===== src/rtl/spi_cmd_sequencer.sv =====
// -----------------------------------------------------------------------------
// spi_cmd_sequencer
//
// Command front end for the SPI master engine. It takes host command packets
// from a byte stream and runs one engine transfer per packet:
//   HDR (bit0 = op, bits 7:1 reserved = 0), NB_H, NB_L (byte count N,
//   big-endian), then the payload (N bytes for a write, 3 command/address
//   bytes for a read).
// The payload is copied into the engine TX FIFO. One `work` pulse starts the
// engine with `len` = N*8 bits and `op`. For reads, the N-3 received bytes are
// drained from the RX FIFO to the host. Every packet ends with one status
// byte: 0xA5 = OK, 0xE0 = bad header, 0xE2 = engine never went busy.
//
// Ports
//   clk, rst              : clock, synchronous active-high reset
//   in_data/valid/ready   : host command byte stream (sink)
//   out_data/valid/ready  : host response byte stream (source)
//   tx_wdata, tx_wr       : engine TX FIFO write side
//   tx_full               : engine TX FIFO full
//   rx_rdata, rx_empty    : engine RX FIFO head (first-word-fall-through)
//   rx_rd                 : engine RX FIFO pop
//   len, op, work         : engine control (bit length, direction, start)
//   busy                  : engine busy
// -----------------------------------------------------------------------------
module spi_cmd_sequencer #(
    parameter int TX_DEPTH  = 256,
    parameter int MAX_BYTES = 8191
) (
    input  logic        clk,
    input  logic        rst,
    input  logic [7:0]  in_data,
    input  logic        in_valid,
    output logic        in_ready,
    output logic [7:0]  out_data,
    output logic        out_valid,
    input  logic        out_ready,
    output logic [7:0]  tx_wdata,
    output logic        tx_wr,
    input  logic        tx_full,
    input  logic [7:0]  rx_rdata,
    output logic        rx_rd,
    input  logic        rx_empty,
    output logic [15:0] len,
    output logic        op,
    output logic        work,
    input  logic        busy
);

    localparam logic [7:0] STAT_OK      = 8'hA5;
    localparam logic [7:0] STAT_BAD_HDR = 8'hE0;
    localparam logic [7:0] STAT_NO_BUSY = 8'hE2;

    // Number of cycles after the work pulse in which busy must show up.
    localparam logic [1:0] ARM_LAST = 2'd3;

    typedef enum logic [3:0] {
        ST_IDLE,
        ST_HDR,
        ST_NB_H,
        ST_NB_L,
        ST_CHECK,
        ST_LOAD,
        ST_START,
        ST_ARM,
        ST_RUN,
        ST_DRAIN,
        ST_STATUS
    } state_t;

    state_t      state_reg;
    logic [7:0]  hdr_reg;
    logic [15:0] nbytes_reg;
    logic [15:0] load_cnt_reg;   // payload bytes still to copy into the TX FIFO
    logic [15:0] rem_reg;        // RX bytes still to forward to the host
    logic [1:0]  arm_cnt_reg;
    logic [15:0] len_reg;
    logic        op_reg;
    logic        work_reg;
    logic [7:0]  out_data_reg;
    logic        out_valid_reg;

    logic        op_bit;
    logic        in_fire;
    logic        slot_free;
    logic        drain_fire;
    logic        header_bad;

    assign op_bit = hdr_reg[0];

    // -------------------------------------------------------------------------
    // Input handshake. Only the header states and LOAD take bytes; in LOAD the
    // byte goes straight through to the TX FIFO, so acceptance follows tx_full.
    // -------------------------------------------------------------------------
    always_comb begin
        in_ready = 1'b0;
        case (state_reg)
            ST_HDR, ST_NB_H, ST_NB_L: in_ready = 1'b1;
            ST_LOAD:                  in_ready = !tx_full;
            default:                  in_ready = 1'b0;
        endcase
    end

    assign in_fire  = in_valid & in_ready;
    assign tx_wr    = (state_reg == ST_LOAD) & in_fire;
    assign tx_wdata = (state_reg == ST_LOAD) ? in_data : 8'h00;

    // -------------------------------------------------------------------------
    // RX drain. The output register is a one-deep slot: it can take a new byte
    // when empty or when its current byte leaves this cycle. The pop is
    // combinational so the FIFO head is consumed in the same cycle the byte is
    // captured, giving exactly one pop per forwarded byte.
    // -------------------------------------------------------------------------
    assign slot_free  = !out_valid_reg | out_ready;
    assign drain_fire = ((state_reg == ST_RUN) || (state_reg == ST_DRAIN)) &&
                        (rem_reg != 16'd0) && !rx_empty && slot_free;
    assign rx_rd      = drain_fire;

    // -------------------------------------------------------------------------
    // Header validation, evaluated in CHECK from the captured header.
    // len = N*8 must fit 16 bits, hence the MAX_BYTES bound. A read needs the
    // 3 command/address bytes plus at least one byte to receive.
    // -------------------------------------------------------------------------
    always_comb begin
        header_bad = 1'b0;
        if (hdr_reg[7:1] != 7'd0)
            header_bad = 1'b1;
        if (nbytes_reg == 16'd0)
            header_bad = 1'b1;
        if (nbytes_reg > 16'(MAX_BYTES))
            header_bad = 1'b1;
        if (op_bit && (nbytes_reg > 16'(TX_DEPTH)))
            header_bad = 1'b1;
        if (!op_bit && (nbytes_reg < 16'd4))
            header_bad = 1'b1;
    end

    // -------------------------------------------------------------------------
    // Main sequencer.
    // -------------------------------------------------------------------------
    always_ff @(posedge clk) begin
        if (rst) begin
            state_reg     <= ST_IDLE;
            hdr_reg       <= 8'h00;
            nbytes_reg    <= 16'd0;
            load_cnt_reg  <= 16'd0;
            rem_reg       <= 16'd0;
            arm_cnt_reg   <= 2'd0;
            len_reg       <= 16'd0;
            op_reg        <= 1'b0;
            work_reg      <= 1'b0;
            out_data_reg  <= 8'h00;
            out_valid_reg <= 1'b0;
        end else begin
            work_reg <= 1'b0;

            // Output slot: retire an accepted byte, then refill from the RX
            // FIFO if a drain happens this cycle. State-specific status loads
            // below take precedence; they only occur when no drain is possible.
            if (out_valid_reg && out_ready)
                out_valid_reg <= 1'b0;
            if (drain_fire) begin
                out_data_reg  <= rx_rdata;
                out_valid_reg <= 1'b1;
                rem_reg       <= rem_reg - 16'd1;
            end

            case (state_reg)
                ST_IDLE: begin
                    state_reg <= ST_HDR;
                end

                ST_HDR: begin
                    if (in_fire) begin
                        hdr_reg   <= in_data;
                        state_reg <= ST_NB_H;
                    end
                end

                ST_NB_H: begin
                    if (in_fire) begin
                        nbytes_reg[15:8] <= in_data;
                        state_reg        <= ST_NB_L;
                    end
                end

                ST_NB_L: begin
                    if (in_fire) begin
                        nbytes_reg[7:0] <= in_data;
                        state_reg       <= ST_CHECK;
                    end
                end

                ST_CHECK: begin
                    if (header_bad) begin
                        out_data_reg  <= STAT_BAD_HDR;
                        out_valid_reg <= 1'b1;
                        state_reg     <= ST_STATUS;
                    end else begin
                        load_cnt_reg <= op_bit ? nbytes_reg : 16'd3;
                        rem_reg      <= op_bit ? 16'd0 : (nbytes_reg - 16'd3);
                        state_reg    <= ST_LOAD;
                    end
                end

                ST_LOAD: begin
                    if (in_fire) begin
                        load_cnt_reg <= load_cnt_reg - 16'd1;
                        if (load_cnt_reg == 16'd1) begin
                            // Engine controls are registered here so that they
                            // are valid together with work during START, the
                            // cycle right after the last TX write.
                            len_reg   <= {nbytes_reg[12:0], 3'b000};
                            op_reg    <= op_bit;
                            work_reg  <= 1'b1;
                            state_reg <= ST_START;
                        end
                    end
                end

                ST_START: begin
                    arm_cnt_reg <= 2'd0;
                    state_reg   <= ST_ARM;
                end

                ST_ARM: begin
                    // busy is sampled in each of the four cycles after work.
                    if (busy) begin
                        state_reg <= ST_RUN;
                    end else if (arm_cnt_reg == ARM_LAST) begin
                        out_data_reg  <= STAT_NO_BUSY;
                        out_valid_reg <= 1'b1;
                        state_reg     <= ST_STATUS;
                    end else begin
                        arm_cnt_reg <= arm_cnt_reg + 2'd1;
                    end
                end

                ST_RUN: begin
                    if (!busy)
                        state_reg <= ST_DRAIN;
                end

                ST_DRAIN: begin
                    // rem_reg == 0 excludes drain_fire, so the status byte can
                    // own the slot as soon as the last data byte leaves.
                    if ((rem_reg == 16'd0) && slot_free) begin
                        out_data_reg  <= STAT_OK;
                        out_valid_reg <= 1'b1;
                        state_reg     <= ST_STATUS;
                    end
                end

                ST_STATUS: begin
                    if (out_ready)
                        state_reg <= ST_HDR;
                end

                default: begin
                    state_reg <= ST_IDLE;
                end
            endcase
        end
    end

    assign out_data  = out_data_reg;
    assign out_valid = out_valid_reg;
    assign len       = len_reg;
    assign op        = op_reg;
    assign work      = work_reg;

endmodule


===== config.mk =====
export PLATFORM = sky130hd
export DESIGN_NAME = spi_cmd_sequencer
export DESIGN_NICKNAME = d
export VERILOG_FILES = /design/src/rtl/spi_cmd_sequencer.sv
export SDC_FILE = /design/constraint.sdc
export NUM_CORES = 1
export LEC_CHECK = 0
export BUFFER_PORTS_ARGS = -buffer_cell sky130_fd_sc_hd__buf_2
export CAP_MARGIN = 15
export CORE_MARGIN = 5
export CORE_UTILIZATION = 52
export DETAILED_ROUTE_END_ITERATION = 8
export GPL_TIMING_DRIVEN = 0
export PLACE_DENSITY = 0.76
export RECOVER_POWER = 25
export SYNTH_ARGS = -nofsm -noshare
export SYNTH_HDL_FRONTEND = slang
export SYNTH_SLANG_ARGS = --single-unit

===== constraint.sdc =====
create_clock -name clk -period 2.2 [get_ports clk]
set_input_delay 0.44 -clock clk [delete_from_list [all_inputs] [get_ports clk]]
set_output_delay 0.44 -clock clk [all_outputs]
set_load 0.1 [all_outputs]

# After elaboration in Yosys (flattened, before gate mapping)
# Cells that the tools add are included.
# Widths: inputs -> output; s select.
dict set report totals {
  ff_bits 86
  wordCells 120
}
dict set report op_classes {
  addsub 4
  n_lt_le_gt_ge 3
  eq_ne 24
  mux 44
  bitwise_logic 5
  reduce_logical 28
}
# cell count
set op_table {}
lappend op_table {{$mux 16} 7}
lappend op_table {{$mux 8} 6}
lappend op_table {{$mux 4} 11}
lappend op_table {{$pmux 4 s11} 1}
lappend op_table {{$logic_not 16->1} 2}
lappend op_table {{$pmux 16 s2} 1}
lappend op_table {{$sub 16x1->16 const B} 2}
lappend op_table {{$pmux 8 s3} 1}
lappend op_table {{$ne 2x2->1 const B} 9}
lappend op_table {{$eq 16x1->1 const B} 1}
lappend op_table {{$eq 4x3->1 const B} 4}
lappend op_table {{$gt 16x13->1 const B} 1}
lappend op_table {{$gt 16x9->1 const B} 1}
lappend op_table {{$lt 16x3->1 const B} 1}
lappend op_table {{$reduce_bool 16->1} 1}
lappend op_table {{$sub 16x2->16 const B} 1}
lappend op_table {{$eq 4x4->1 const B} 3}
lappend op_table {{$mux 1} 12}
lappend op_table {{$reduce_and 3->1} 3}
lappend op_table {{$reduce_and 9->1} 1}
lappend op_table {{$eq 4x2->1 const B} 2}
lappend op_table {{$logic_and 1x1->1} 7}
lappend op_table {{$reduce_bool 7->1} 1}
lappend op_table {{$reduce_and 2->1} 3}
lappend op_table {{other kinds (17)} 26}

# Depth between registers and ports, before layout
dict set report depth {
  word_depth 9
  ltp_mapped 10
  depth_no_buf 9
}

# Least setup slack after synthesis
# Ideal clock, no wire load.
dict set report synth_path {
  path_kind {reg2reg}
  from {reg state_reg[1]}
  to {reg state_reg[0]}
  setup_time_ns 0.092
  t_arrival_ns 3.807
  t_required_ns 2.108
  path_slack_ns -1.700
  path_stages_with_launch 8
  path_buffers 1
  period_less_slack_ns 3.900
  path_cell_list {dfxtp_1 > clkbuf_1 > o21a_1 > nor3_1 > a31oi_1 > nor3_4 > o211ai_2 > o32ai_1}
}
dict set report synth_between {
  elab_chain_cells 6
}
# item line
set synth_lines {}
lappend synth_lines {{start: declaration} 70} ;# state_t state_reg;
lappend synth_lines {{start signal: assignment} 142} ;# state_reg <= ST_IDLE;
lappend synth_lines {{start signal: assignment} 169} ;# state_reg <= ST_HDR;
lappend synth_lines {{start signal: assignment} 175} ;# state_reg <= ST_NB_H;
lappend synth_lines {{$eq 4x2->1 / $eq 4x1->1 (equally long branches)} 96} ;# case (state_reg)
lappend synth_lines {{$reduce_or 3->1} 96}
lappend synth_lines {{$pmux 1 s2 *} 96}
lappend synth_lines {{via in_ready} 33} ;# output logic in_ready,
lappend synth_lines {{$and 1x1->1 *} 103} ;# assign in_fire = in_valid & in_ready;
lappend synth_lines {{$ne 2x2->1 (no line)} n/a}
lappend synth_lines {{$reduce_and 9->1 (no line) *} n/a}
# Mark *: on every way through the listed nets, which the timed path passes. The rest lies on a longest branch.
# A chain may end at the register's enable or synchronous reset.

# Final worst setup path
dict set report layout_path {
  from {reg rem_reg[3]}
  to {out rx_rd}
}
dict set report layout_between {
  elab_chain_cells 4
}
# item line
set layout_lines {}
lappend layout_lines {{start: declaration} 74} ;# logic [15:0] rem_reg;
lappend layout_lines {{start signal: assignment} 164} ;# rem_reg <= rem_reg - 16'd1;
lappend layout_lines {{start signal: assignment} 200} ;# rem_reg <= op_bit ? 16'd0 : (nbytes_reg - 16'd3);
lappend layout_lines {{$reduce_bool 16->1} 115} ;# (rem_reg != 16'd0) && !rx_empty && slot_free;
lappend layout_lines {{$logic_and 1x1->1} 114} ;# assign drain_fire = ((state_reg == ST_RUN) || (state_reg == ST_DRAIN)) &&
lappend layout_lines {{$logic_and 1x1->1 (2 in series)} 115}
lappend layout_lines {{end: declaration} 41} ;# output logic rx_rd,
# Every way passes these cells.

==> reports/metrics.yaml <==
floorplanning:
  io_pins: 61
  floorplan.core_area_um2: 8680
  starting_density: 0.532
  die-height_um: 104
  design.die.area_um2: 10900
  placement_rows: 34
  fp.dieW_um: 104
drt:
  post_detailed_route_count_of_antenna_violating_nets: 0
  drc_errors: 0
  wl_mm: 14.6
  drtIter0Drc: 426
  vias_per_cell: 6.13
  drt_pass1_iterations: 5
  via_count: 4766
  avgRoutedWirePerCell_um: 18.7
clock_tree:
  cts_max_level: 3
  cts_root_buf: "sky130_fd_sc_hd__clkbuf_8"
  clock_tree.buffer_depth: 2
  tritoncts: "done"
  cts_made_buffers: 9
  cts_hold_buffers: 0
  clk_transition_reported_paths_ps: 100
  tritoncts_num_sinks: 86
  clk-insertion-delay-late_ps: 360
sta:
  finalHoldViolCount: 0
  maxSlewViolCount: 0
  actual_slew_at_the_worst_max_slew_pin_ps: 775
  max_freq_mhz: 388
  period_share: 1.17
  grt_setup_unrepaired: "true"
  setup-violations-final: 28
  worst_slack_ps: -380
  timing.clock.skew_ps: 13.3
  slew-limit-headroom: 0.483
  fin_tns_setup_ps: -4400
  period_needed_ps: 2580
worst_setup_path:
  timing.rr.end: "state_reg[2]"
  worstSetupEndpointType: "output pin"
  r2r_slack_ps: -330
  cp_slowest_cell: "sky130_fd_sc_hd__or4_4"
  rr_startpoint: "rem_reg[3]"
  worst_r2r_path_depth: 8
  crit_top_cell: "sky130_fd_sc_hd__or4_4"
  critical_path_cell_list: "or4_4, or4_4, nand2_4, inv_8, buf_12"
  critical_path.startpoint_type: "flop"
  setup.worst_path.class: "flop to output pin"
  critPathMaxFanout: 2
  cp.arrival_ps: 2140
  critical-path-max-stage-delay_ps: 580
  data_required_time_of_the_critical_path_ps: 1760
hold_path:
  timing.hold.worst.class: "input port to flop"
  worst_hold_path.num_cells: 3
  hold_wc_startpoint: "rx_rdata[6]"
  whs_endpoint: "out_data[6]"
synthesis:
  synth_top_cell_area_share: 0.373
  synthTopCellsByArea: "sky130_fd_sc_hd__dfxtp_1 (37%), sky130_fd_sc_hd__mux2i_1 (6.1%), sky130_fd_sc_hd__a21oi_1 (6.0%), sky130_fd_sc_hd__nand2_1 (5.2%), sky130_fd_sc_hd__nor2_1 (4.1%)"
  ys_async_sr_fraction: 0
  synthesis.area_per_instance_um2: 7.99
  synth.yosys.seq_area_share: 0.373
  synthesis.area_um2: 4620
  ys_types: 62
  synth_warnings: 0
  edff_count_synth: 0
  synth-seq-cells: 86
  ys.flop_type: "sky130_fd_sc_hd__dfxtp_1"
  netlist_instances: 578
  netlist.top_cell.by_area: "sky130_fd_sc_hd__dfxtp_1"
global_routing:
  grt_antenna_before_repair: 0
  wire_length_of_the_first_global_routing_pass_mm: 22.7
  grt_max_degree: 18
  globalRouteTotalUtil: 0.255
  grt-ovfl-total: 0
  first_global_vias: 4546
power:
  ir_drop_v: 0.000507
  power.density_cell_area_nw_per_um2: 792
  power_mw: 4.73
  power.leakage_nw: 2.30
layout:
  antenna_cells: 0
  stdcell_area_um2: 5970
  fill_cells: 715
  synthToLayoutAreaGrowth_pct: 29.2
  final_net_count: 694
  layout-drive-gt1-share: 0.275
placement:
  detailed_place.area_um2: 5100
  portBuffers: 57
  place_hpwl_mm: 9.62
  gpl.final_weighted_congestion: 0.935
run_status:
  violations: "negative setup slack"
  run_status: "finished, violations left"
job:
  maxCapViolCount: 0
==> worst max-delay path by stage <==
stage,startpoint,slack [ps],end,depth (start not counted)
4_1_cts,rem_reg[3],-360,rx_rd,5
3_3_place_gp,state_reg[3],-400,rem_reg[12],7
3_5_place_dp,nbytes_reg[0],-490,load_cnt_reg[8],8
2_1_floorplan,rem_reg[1],-110,out_data[4],9
5_1_grt,rem_reg[1],-410,rx_rd,7
6_report,rem_reg[3],-380,rx_rd,5
==> worst max-delay path: cells and delay by family, from the launching register on <==
| kind | cells | cell delay [ps] |
|---|---|---|
| and+or+nand+nor | 3 | 1240 |
| DFF | 1 | 350 |
| buffers and inverters | 2 | 190 |
==> Yosys cell counts, drive strengths merged, types with 7 or more instances <==
master and number:
dfxtp 86, nand2 65, a21oi 56, nor2 51, clkbuf 39, mux2i 28, nor3 25, nand3 23
o21ai 20, xnor2 19, and3 17, inv 15, nor4 13, a211oi 10, nand2b 9, a31oi 8
or3 8, xor2 7
==> cell type report <==
cell class | count | area [um2] | share of cell area
Buffer | 35 | 194 | 0.0325
Clock buffer | 9 | 124 | 0.0208
Clock inverter | 7 | 61.3 | 0.0103
Inverter | 15 | 63.8 | 0.0107
Multi-Input combinational cell | 434 | 2990 | 0.501
Sequential cell | 86 | 1750 | 0.293
Tap cell | 108 | 135 | 0.0227
Timing Repair Buffer | 84 | 653 | 0.109
==> layout by cell type, fill, tap and decap left out, types with 8 or more instances in the layout <==
master,synthesis,routed
sky130_fd_sc_hd__nand3_1,23,21
sky130_fd_sc_hd__xnor2_1,19,17
sky130_fd_sc_hd__nand2b_1,9,8
sky130_fd_sc_hd__a21oi_1,55,53
sky130_fd_sc_hd__buf_4,3,29
sky130_fd_sc_hd__nand2_1,64,64
sky130_fd_sc_hd__o21ai_0,18,18
sky130_fd_sc_hd__clkbuf_2,0,21
sky130_fd_sc_hd__dfxtp_2,0,9
sky130_fd_sc_hd__nor3_1,24,20
sky130_fd_sc_hd__a211oi_1,10,10
sky130_fd_sc_hd__inv_1,14,12
sky130_fd_sc_hd__buf_2,1,28
sky130_fd_sc_hd__dfxtp_1,86,73
sky130_fd_sc_hd__and3_1,17,15
sky130_fd_sc_hd__clkbuf_1,39,22
sky130_fd_sc_hd__clkbuf_8,0,11
sky130_fd_sc_hd__nor2_1,51,48
sky130_fd_sc_hd__mux2i_1,28,28
==> through the flow <==
step                hold WS, ps  worst slack, ps   util  cells
floorplan                   449             -109      -    580
global placement            440             -397  0.588    745
detailed placement          443             -486  0.588    745
CTS                         302             -357  0.652    772
global route                348             -411  0.687    778
finish                      351             -380  0.687    778
==> cell families after synthesis <==
kind of cell | share of synthesized area
simple gates | 0.273
compound gates | 0.172
flops | 0.373
buf+inv | 0.0548
mux | 0.0607
xor+xnor | 0.0493
fa+ha+maj | 0.0163
other cells | 0.000812
==> power breakdown <==
group | total (mW) | switching (mW) | internal (mW)
logic | 1.84 | 1.17 | 0.669
clock network | 1.08 | 0.647 | 0.432
registers | 1.81 | 0.149 | 1.66
==> layer usage <==
metal	track usage	vias to the layer above	wire length, um
met1	0.326	2249	5920
met5	0	-	0
met4	0.102	0	473
met2	0.424	255	7010
met3	0.0459	42	1170
li1	-	2220	-
==> timing repair <==
| action | in CTS | in global routing |
|---|---|---|
| setup endpoints to repair | 82 | 64 |
| pin swaps | 11 | 14 |
| hold endpoints to repair | 0 | 0 |
| gates cloned | 1 | 0 |
| setup buffers | 16 | 10 |
| gates resized for setup | 65 | 59 |
Note: power is estimated with default switching activity, not from simulation.
